File: src/rtl/apb_req_arbiter.sv
// apb_req_arbiter: round-robin sharing of one APB master transfer port among
// NUM_REQ requesters. One transfer in flight at a time. Completion is observed on
// the APB bus, and a watchdog forces an error response if a transfer stalls.
module apb_req_arbiter #(
  parameter int unsigned NUM_REQ = 2,
  parameter int unsigned TIMEOUT = 16
) (
  input  logic                   PCLK,
  input  logic                   PRESETn,
  input  logic [NUM_REQ-1:0]     req_valid,
  input  logic [NUM_REQ-1:0]     req_write,
  input  logic [NUM_REQ*32-1:0]  req_addr,
  input  logic [NUM_REQ*32-1:0]  req_wdata,
  input  logic [NUM_REQ*4-1:0]   req_strb,
  input  logic [NUM_REQ*3-1:0]   req_prot,
  output logic [NUM_REQ-1:0]     req_ready,
  output logic [NUM_REQ-1:0]     rsp_valid,
  output logic [31:0]            rsp_rdata,
  output logic                   rsp_err,
  output logic                   SWRITE,
  output logic [31:0]            SADDR,
  output logic [31:0]            SWDATA,
  output logic [3:0]             SSTRB,
  output logic [2:0]             SPROT,
  output logic                   transfer,
  input  logic                   PSEL,
  input  logic                   PENABLE,
  input  logic                   PREADY,
  input  logic                   PSLVERR,
  input  logic [31:0]            PRDATA,
  output logic                   timeout_flag
);

  localparam int unsigned IDX_W = (NUM_REQ > 2) ? 2 : 1;
  localparam int unsigned WD_W  = (TIMEOUT > 2) ? $clog2(TIMEOUT) : 1;

  typedef enum logic [1:0] {IDLE, ISSUE, WAIT, RESP} state_t;

  typedef struct packed {
    logic        write;
    logic [31:0] addr;
    logic [31:0] wdata;
    logic [3:0]  strb;
    logic [2:0]  prot;
  } cmd_t;

  state_t             state, state_n;
  logic [IDX_W-1:0]   rr, rr_n;
  logic [IDX_W-1:0]   gidx, gidx_n;
  logic [IDX_W-1:0]   gsel;
  logic               gfound;
  logic [IDX_W:0]     cand_sum;
  logic [IDX_W-1:0]   cand;
  logic [WD_W-1:0]    wd, wd_n;
  cmd_t               cmd, cmd_n, cmd_sel;
  logic               transfer_n;
  logic [NUM_REQ-1:0] rsp_valid_n;
  logic [31:0]        rdata_n;
  logic               err_n;
  logic               tflag_n;
  logic               done;

  assign done = PSEL & PENABLE & PREADY;

  // Round-robin search: first pending requester at or above rr, wrapping.
  always_comb begin
    gfound   = 1'b0;
    gsel     = '0;
    cand_sum = '0;
    cand     = '0;
    for (int unsigned k = 0; k < NUM_REQ; k++) begin
      cand_sum = {1'b0, rr} + (IDX_W+1)'(k);
      if (cand_sum >= (IDX_W+1)'(NUM_REQ)) cand_sum = cand_sum - (IDX_W+1)'(NUM_REQ);
      cand = cand_sum[IDX_W-1:0];
      if (!gfound && req_valid[cand]) begin
        gfound = 1'b1;
        gsel   = cand;
      end
    end
  end

  // Select the winning requester's command fields.
  always_comb begin
    cmd_sel = '0;
    for (int unsigned k = 0; k < NUM_REQ; k++) begin
      if (gsel == IDX_W'(k)) begin
        cmd_sel = {req_write[k], req_addr[32*k +: 32], req_wdata[32*k +: 32],
                   req_strb[4*k +: 4], req_prot[3*k +: 3]};
      end
    end
  end

  // Acceptance is combinational in IDLE; held low while reset is asserted.
  always_comb begin
    req_ready = '0;
    if (PRESETn && (state == IDLE) && gfound) req_ready = NUM_REQ'(1) << gsel;
  end

  // Next-state and registered-output next values.
  always_comb begin
    state_n     = state;
    rr_n        = rr;
    gidx_n      = gidx;
    wd_n        = wd;
    cmd_n       = cmd;
    transfer_n  = 1'b0;
    rsp_valid_n = '0;
    rdata_n     = rsp_rdata;
    err_n       = rsp_err;
    tflag_n     = timeout_flag;
    case (state)
      IDLE: begin
        if (gfound) begin
          cmd_n      = cmd_sel;
          gidx_n     = gsel;
          rr_n       = (gsel == IDX_W'(NUM_REQ-1)) ? '0 : gsel + 1'b1;
          transfer_n = 1'b1;
          state_n    = ISSUE;
        end
      end
      ISSUE: begin
        wd_n    = '0;
        state_n = WAIT;
      end
      WAIT: begin
        if (done) begin
          rsp_valid_n = NUM_REQ'(1) << gidx;
          rdata_n     = cmd.write ? 32'h0 : PRDATA;
          err_n       = PSLVERR;
          state_n     = RESP;
        end else if (wd == WD_W'(TIMEOUT-1)) begin
          rsp_valid_n = NUM_REQ'(1) << gidx;
          rdata_n     = 32'h0;
          err_n       = 1'b1;
          tflag_n     = 1'b1;
          state_n     = RESP;
        end else begin
          wd_n = wd + 1'b1;
        end
      end
      RESP: state_n = IDLE;
      default: state_n = IDLE;
    endcase
  end

  // State and output registers.
  always_ff @(posedge PCLK or negedge PRESETn) begin
    if (!PRESETn) begin
      state        <= IDLE;
      rr           <= '0;
      gidx         <= '0;
      wd           <= '0;
      cmd          <= '0;
      transfer     <= 1'b0;
      rsp_valid    <= '0;
      rsp_rdata    <= '0;
      rsp_err      <= 1'b0;
      timeout_flag <= 1'b0;
    end else begin
      state        <= state_n;
      rr           <= rr_n;
      gidx         <= gidx_n;
      wd           <= wd_n;
      cmd          <= cmd_n;
      transfer     <= transfer_n;
      rsp_valid    <= rsp_valid_n;
      rsp_rdata    <= rdata_n;
      rsp_err      <= err_n;
      timeout_flag <= tflag_n;
    end
  end

  assign SWRITE = cmd.write;
  assign SADDR  = cmd.addr;
  assign SWDATA = cmd.wdata;
  assign SSTRB  = cmd.strb;
  assign SPROT  = cmd.prot;

endmodule

File: config.mk
export PLATFORM = sky130hd
export DESIGN_NAME = apb_req_arbiter
export DESIGN_NICKNAME = d
export VERILOG_FILES = /design/src/rtl/apb_req_arbiter.sv
export SDC_FILE = /design/constraint.sdc
export NUM_CORES = 1
export LEC_CHECK = 0
export CAP_MARGIN = 20
export CORE_ASPECT_RATIO = 1.2
export CORE_MARGIN = 8
export CORE_UTILIZATION = 35
export DETAILED_ROUTE_END_ITERATION = 7
export PLACE_DENSITY_LB_ADDON = 0.08
export SLEW_MARGIN = 20
export SYNTH_ARGS = -nofsm -noshare
export SYNTH_HDL_FRONTEND = slang
export SYNTH_SLANG_ARGS = --single-unit
File: constraint.sdc
create_clock -name PCLK -period 1.5 [get_ports PCLK]
set_clock_uncertainty 0.05 [all_clocks]
set_input_delay 0.15 -clock PCLK [delete_from_list [all_inputs] [get_ports PCLK]]
set_output_delay 0.15 -clock PCLK [all_outputs]
set_load 0.02 [all_outputs]
==> results.md <==
* Clock Latency Late Sink at 0.40 ns
* Synthesis-stage register bit count at 117
* CP startpoint kind: flip-flop
* Top_reg_cell synth: dfrtp_1
* Hold wc startpoint: PRDATA[20]
* Status: finished with violations
* Layout Utilization at 0.619
* I/O pin count at 295
* Final Cell Area at 8960 µm²
* Crit-path max FO at 73
* Final slew viol count at 0
* Routability cong. at 0.753
* Global route overflow at 0
* Number of iterations in the first detailed-routing pass at 4
* Vias at 4891
* Cts bufs inserted at 17
* Yosys warning count at 0
* Max_slew headroom at 0.426
* Final min period at 1.72 ns
* Share of post-route cells with drive strength above 1 at 0.0966
* # fillers at 1225
* CORE AREA at 14500 µm²
* Yosys cell types at 34
* R2r setup slk at -0.22 ns
* Syn Std Cell Area at 5190 µm²
* Area of the multi-input gates at 2090 µm²
* F_max at 583 MHz
* Clk root buf: clkbuf_16
* Die W at 127 µm
* Worst-Margin Slew at 0.861 ns
* Setup slack after layout at -0.215 ns
* Failing checks: negative setup slack
* I/O Buffers at 294
* Final Hold Fails at 0
* First-pass GRT wire length at 29.4 mm
* Final ANT Viol Nets at 0
* Worst reg2reg path endpoint: SADDR[30]
* Fin crit share at 1.14
* Instance area at placement at 8470 µm²
* Layout Nets at 942
* Synthesized net count at 637
* Reg area at 2930 µm²
* Hold Path Depth at 3
* Most common cell after layout, fill and taps aside: clkdlybuf4s50_1
* Dpl hpwl at 14.0 mm
* Static Leakage at 0.00414 µW
* CTS sink count at 117
* Routed wire length per instance at 19.6 µm
* CTS tree: yes
* Maximum buffer depth of the clock tree at 2
* Worst-path clk slew at 0.05 ns
* R2R depth at 6
* Req. time, crit path at 1.72 ns
* Commonest cells after routing, fill and taps aside: clkdlybuf4s50_1 (182), dfrtp_1 (117), dlygate4sd2_1 (104), a221o_1 (72), and2_0 (64)
* Final setup viols at 113
* Vias per inst at 5.06
* Iteration-0 DRC count of the detailed router at 290
* Largest net degree at the start of global routing at 74
* Hold endpoint: rsp_rdata[20]
* DP Worst Slack at -0.491 ns
* Vias in the first global route at 5427
* Post-synthesis sequential area ratio at 0.564
* Final WL at 18.9 mm
* HP Class: primary input to flip-flop
* Reg2reg start: state[1]
* # H-tree levels at 4
* Post-synth EDFFs at 0
* VDD IR max at 0.000925 V
* Max-Cap Viols at 0
* Residual DRC at 0
* WS Path Type: flip-flop to flip-flop
* Cell count after synthesis at 449
* CP endpoint kind: flip-flop
* DIE HEIGHT at 149 µm
* GR Util All Layers at 0.198
* Synth async-reset ratio at 1.00
* PwrDens at 1950 nW/µm²
* Arrival @ worst endpoint at 1.94 ns
* Mean Syn Cell Area at 11.6 µm²
* RSZ-0062 raised after global routing: true
* Initial Utilization at 0.359
* Die area at 19000 µm²
* Rows at 48
* P&R area growth vs syn at 72.7%
* Initial antenna violation count at 1
[per-layer routing]
layer  vias to the layer above  track usage  wire length (µm)
met2                       226        0.324              9200
met4                         0       0.0757               393
met3                        24       0.0823              1770
li1                       2267            -                 -
met1                      2374        0.225              7580
met5                         -            0                 0
[cells in the mapped netlist (3+ instances only)]
| library cell | instances | share of area |
|---|---|---|
| a21oi_1 | 3 | 0.0029 |
| a221o_1 | 72 | 0.14 |
| and2_0 | 64 | 0.077 |
| and2_1 | 11 | 0.013 |
| buf_2 | 20 | 0.019 |
| buf_6 | 6 | 0.013 |
| clkbuf_1 | 12 | 0.0087 |
| dfrtp_1 | 117 | 0.56 |
| ha_1 | 4 | 0.0096 |
| inv_1 | 5 | 0.0036 |
| nand2_1 | 7 | 0.0051 |
| nand2b_1 | 34 | 0.041 |
| nand3_1 | 34 | 0.033 |
| nor2_1 | 3 | 0.0022 |
| o21ai_0 | 20 | 0.019 |
| o21ai_1 | 12 | 0.012 |
[worst max-delay path by stage]
stage / end / cells past startpoint / slack (ns) / startpoint
after global placement: SWDATA[18] / 6 / -0.42 / state[1]
after detailed placement: SWDATA[17] / 6 / -0.49 / state[1]
after global routing: SADDR[30] / 6 / -0.28 / state[1]
final: SADDR[30] / 6 / -0.22 / state[1]
after CTS: req_ready[1] / 6 / -0.23 / state[1]
after floorplan: rsp_rdata[10] / 8 / -0.02 / state[0]
[state kept, by name (all words and copies together), names as in the netlist]
signal	cells
rsp_err	1
SADDR	32
SWRITE	1
gidx	1
state	2
transfer	1
rsp_valid	2
wd	4
SWDATA	32
rsp_rdata	32
SSTRB	4
SPROT	3
rr	1
timeout_flag	1
[cell families after synthesis]
kind of cell,share of synthesized area
simple gates,0.186
mux,0.00217
flops,0.564
compound gates,0.192
fa+ha+maj,0.00964
buf+inv,0.0460
[metrics by stage]
stage / cells / hold slack, ns / total power (µW) / setup TNS (ns)
after floorplan: 449 / -0.196 / 10300 / -0.556
after global placement: 932 / 0.0917 / 14500 / -33.83
after detailed placement: 932 / 0.103 / 14700 / -39.88
after CTS: 966 / 0.240 / 17700 / -18.59
after global routing: 967 / 0.266 / 18600 / -26.37
final: 967 / 0.262 / 17500 / -17.81
[power by group]
| part | switching (µW) | total [µW] | internal, µW |
|---|---|---|---|
| combinational | 4450 | 8350 | 3900 |
| clock | 1380 | 3770 | 2390 |
| sequential | 744 | 5360 | 4610 |
| total | 6570 | 17500 | 10900 |
[what timing repair did]
action | CTS | global route
endpoints found under the hold margin | 117 | 0
buffers inserted | 2 | 0
gates resized for setup | 124 | 7
pin swaps | 2 | 0
setup endpoints to repair | 222 | 122
hold buffers | 1 | 0
[worst max-delay path, cell delays in order, from the launching register on]
cell	delay, ns
dfrtp_1	0.38
inv_2	0.07
ha_4	0.17
nand2_2	0.07
a21oi_4	0.04
clkbuf_8	0.29
a221o_1	0.45
[area by class of cell]
class | instances | share of cell area
flip-flops and latches | 117 | 0.327
diodes | 1 | 0.000279
clock buffers | 23 | 0.0533
well taps | 200 | 0.0279
multi-input cells | 288 | 0.233
inverters | 5 | 0.00209
clock inverters | 8 | 0.00851
repair buffers | 325 | 0.349
Note: power is estimated with default switching activity, not from simulation.
==> RTL change (same flow settings) <==
The 4 states of `state_t` get a Gray code encoding in 2 bits.
--- a/src/rtl/apb_req_arbiter.sv
+++ b/src/rtl/apb_req_arbiter.sv
@@ -35,5 +35,5 @@
   localparam int unsigned WD_W  = (TIMEOUT > 2) ? $clog2(TIMEOUT) : 1;
 
-  typedef enum logic [1:0] {IDLE, ISSUE, WAIT, RESP} state_t;
+  typedef enum logic [1:0] {IDLE = 2'b00, ISSUE = 2'b01, WAIT = 2'b11, RESP = 2'b10} state_t;
 
   typedef struct packed {
Function: same outputs for any inputs over 10 cycles, from zero or initial values and one cycle with PRESETn low; not proved beyond that.
==> RTL change against the unedited design <==
The flow still finishes with violations (negative setup slack). Fmax increased by 2.8%. Sequential share of layout area increased by 0.23 points. Sequential cell count unchanged. Worst setup slack improved by 0.047 ns. Sequential power decreased by 0.7%. Total power decreased by 4.0%. Die area decreased by 2.7%. Non-clock buffer count unchanged. Wire length increased by 8.7%. Count of clock-buffer cells in the layout decreased by 3. Area after synthesis decreased by 3.1%. Cell area decreased by 0.71%. First-iteration DRC count increased by 4.1%. Highest routed layer unchanged.
==> RTL change: results (changes against the unedited design) <==
most frequent cells after synthesis: 117 x dfrtp_1, 72 x a221o_1, 61 x a21boi_0, 32 x a22o_1, 18 x buf_2 (was 117 x dfrtp_1, 72 x a221o_1, 64 x and2_0, 34 x nand2b_1, 34 x nand3_1)
first-pass GRT wire length: 31400 µm (was 29400 µm)
VDD IR max: 845 µV (was 925 µV)
CP max-delay cell: dfrtp_1 (was a221o_1)
Layout Nets: 869 (was 942)
Netlist cell types: 33 (was 34)
M1 WL: 7960 µm (was 7580 µm)
leak pwr: 0.00412 µW (was 0.00414 µW)
placement-stage cell area: 8200 µm² (was 8470 µm²)
most area-consuming cells after synthesis: dfrtp_1 58%, a221o_1 14%, a21boi_0 9.1% (was dfrtp_1 56%, a221o_1 14%, and2_0 7.7%)
status: finished, violations left (unchanged)
CP Max Fanout: 9 (was 73)
Initial DRC Count: 302 (was 290)
setup ws final: -0.168 ns (was -0.215 ns)
Adder-Cell Fraction of Synth Area: 0.249% (was 0.964%)
Post-DP HPWL: 14000 µm (about the same)
post-synthesis mux area share: 0% (was 0.217%)
n_diodes: 0 (was 1)
Worst Max-Slew Pin Slew: 0.503 ns (was 0.861 ns)
largest net degree at the start of global routing: 91 (was 74)
total number of vias: 4778 (was 4891)
failing checks: negative setup slack (unchanged)
GP Congestion: 0.770 (was 0.753)
WL met2: 10100 µm (was 9200 µm)
pwr/cell area: 1880 nW/µm² (was 1950 nW/µm²)
Final setup viols: 74 (was 113)
CP arrival: 1.90 ns (was 1.94 ns)
GRT Total Usage: 22.0% (was 19.8%)
-- RTL change: worst paths after layout --
check                            startpoint                endpoint  slack (ns)  cells past startpoint
max in group asynchronous           PRESETn   SADDR[26]$_DFFE_PN0P_        0.67                      3
hold / removal                req_wdata[42]  SWDATA[10]$_DFFE_PN0P_        0.30                      2
setup reg to reg             rr$_DFFE_PN0P_   SADDR[27]$_DFFE_PN0P_       -0.17                      6
hold reg to reg            gidx$_DFFE_PN0P_  rsp_valid[0]$_DFF_PN0_        0.40                      1
min in group asynchronous           PRESETn  SWDATA[22]$_DFFE_PN0P_        0.32                      3
setup / recovery             rr$_DFFE_PN0P_   SADDR[27]$_DFFE_PN0P_       -0.17                      6
-- RTL change: kinds of logic after synthesis --
kind of cell | count (synthesis)
flops | 117
compound gates | 191
simple gates | 27
buf+inv | 46
fa+ha+maj | 1
-- RTL change: per-layer routing --
layer	up-vias	track usage, %
li1	2125	-
met4	0	9.64
met5	-	0
met2	227	36.9
met3	40	9.06
met1	2386	24.0
-- RTL change: timing repair --
item | in CTS | in global routing
buffers inserted | 2 | 1
hold endpoints to repair | 117 | 0
hold buffers | 1 | 0
setup endpoints to repair | 182 | 100
resized for setup | 137 | 5
gates cloned | 5 | 2
pin swaps | 4 | 4
-- RTL change: area by class of cell --
cell class / count / area share, %
repair buffers: 325 / 37.2
flip-flops and latches: 117 / 32.9
multi-input cells: 219 / 21.0
clock buffers: 20 / 5.13
well taps: 175 / 2.46
clock inverters: 12 / 1.19
inverters: 4 / 0.169
-- RTL change: power by group --
group          leakage [µW]  internal [µW]  switching, µW
Combinational       0.00237           3640           4000
Sequential          0.00148           4570            751
Clock              0.000268           2360           1460
Total               0.00412          10600           6210
-- RTL change: worst max-delay path: cells and delay by family (launching register included) --
family / cells / cell delay (ns)
simple gates: 2 / 0.35
buf+inv: 3 / 0.41
compound gates: 1 / 0.33
flops: 1 / 0.42
-- RTL change: stage by stage --
step	TNS, ns	power (µW)	worst slack [ns]
finish	-8.21	16800	-0.168
global route	-10.43	17700	-0.201
CTS	-7.10	16900	-0.160
detailed placement	-26.22	13700	-0.341
global placement	-24.54	13600	-0.335
floorplan	0	9540	0.00660
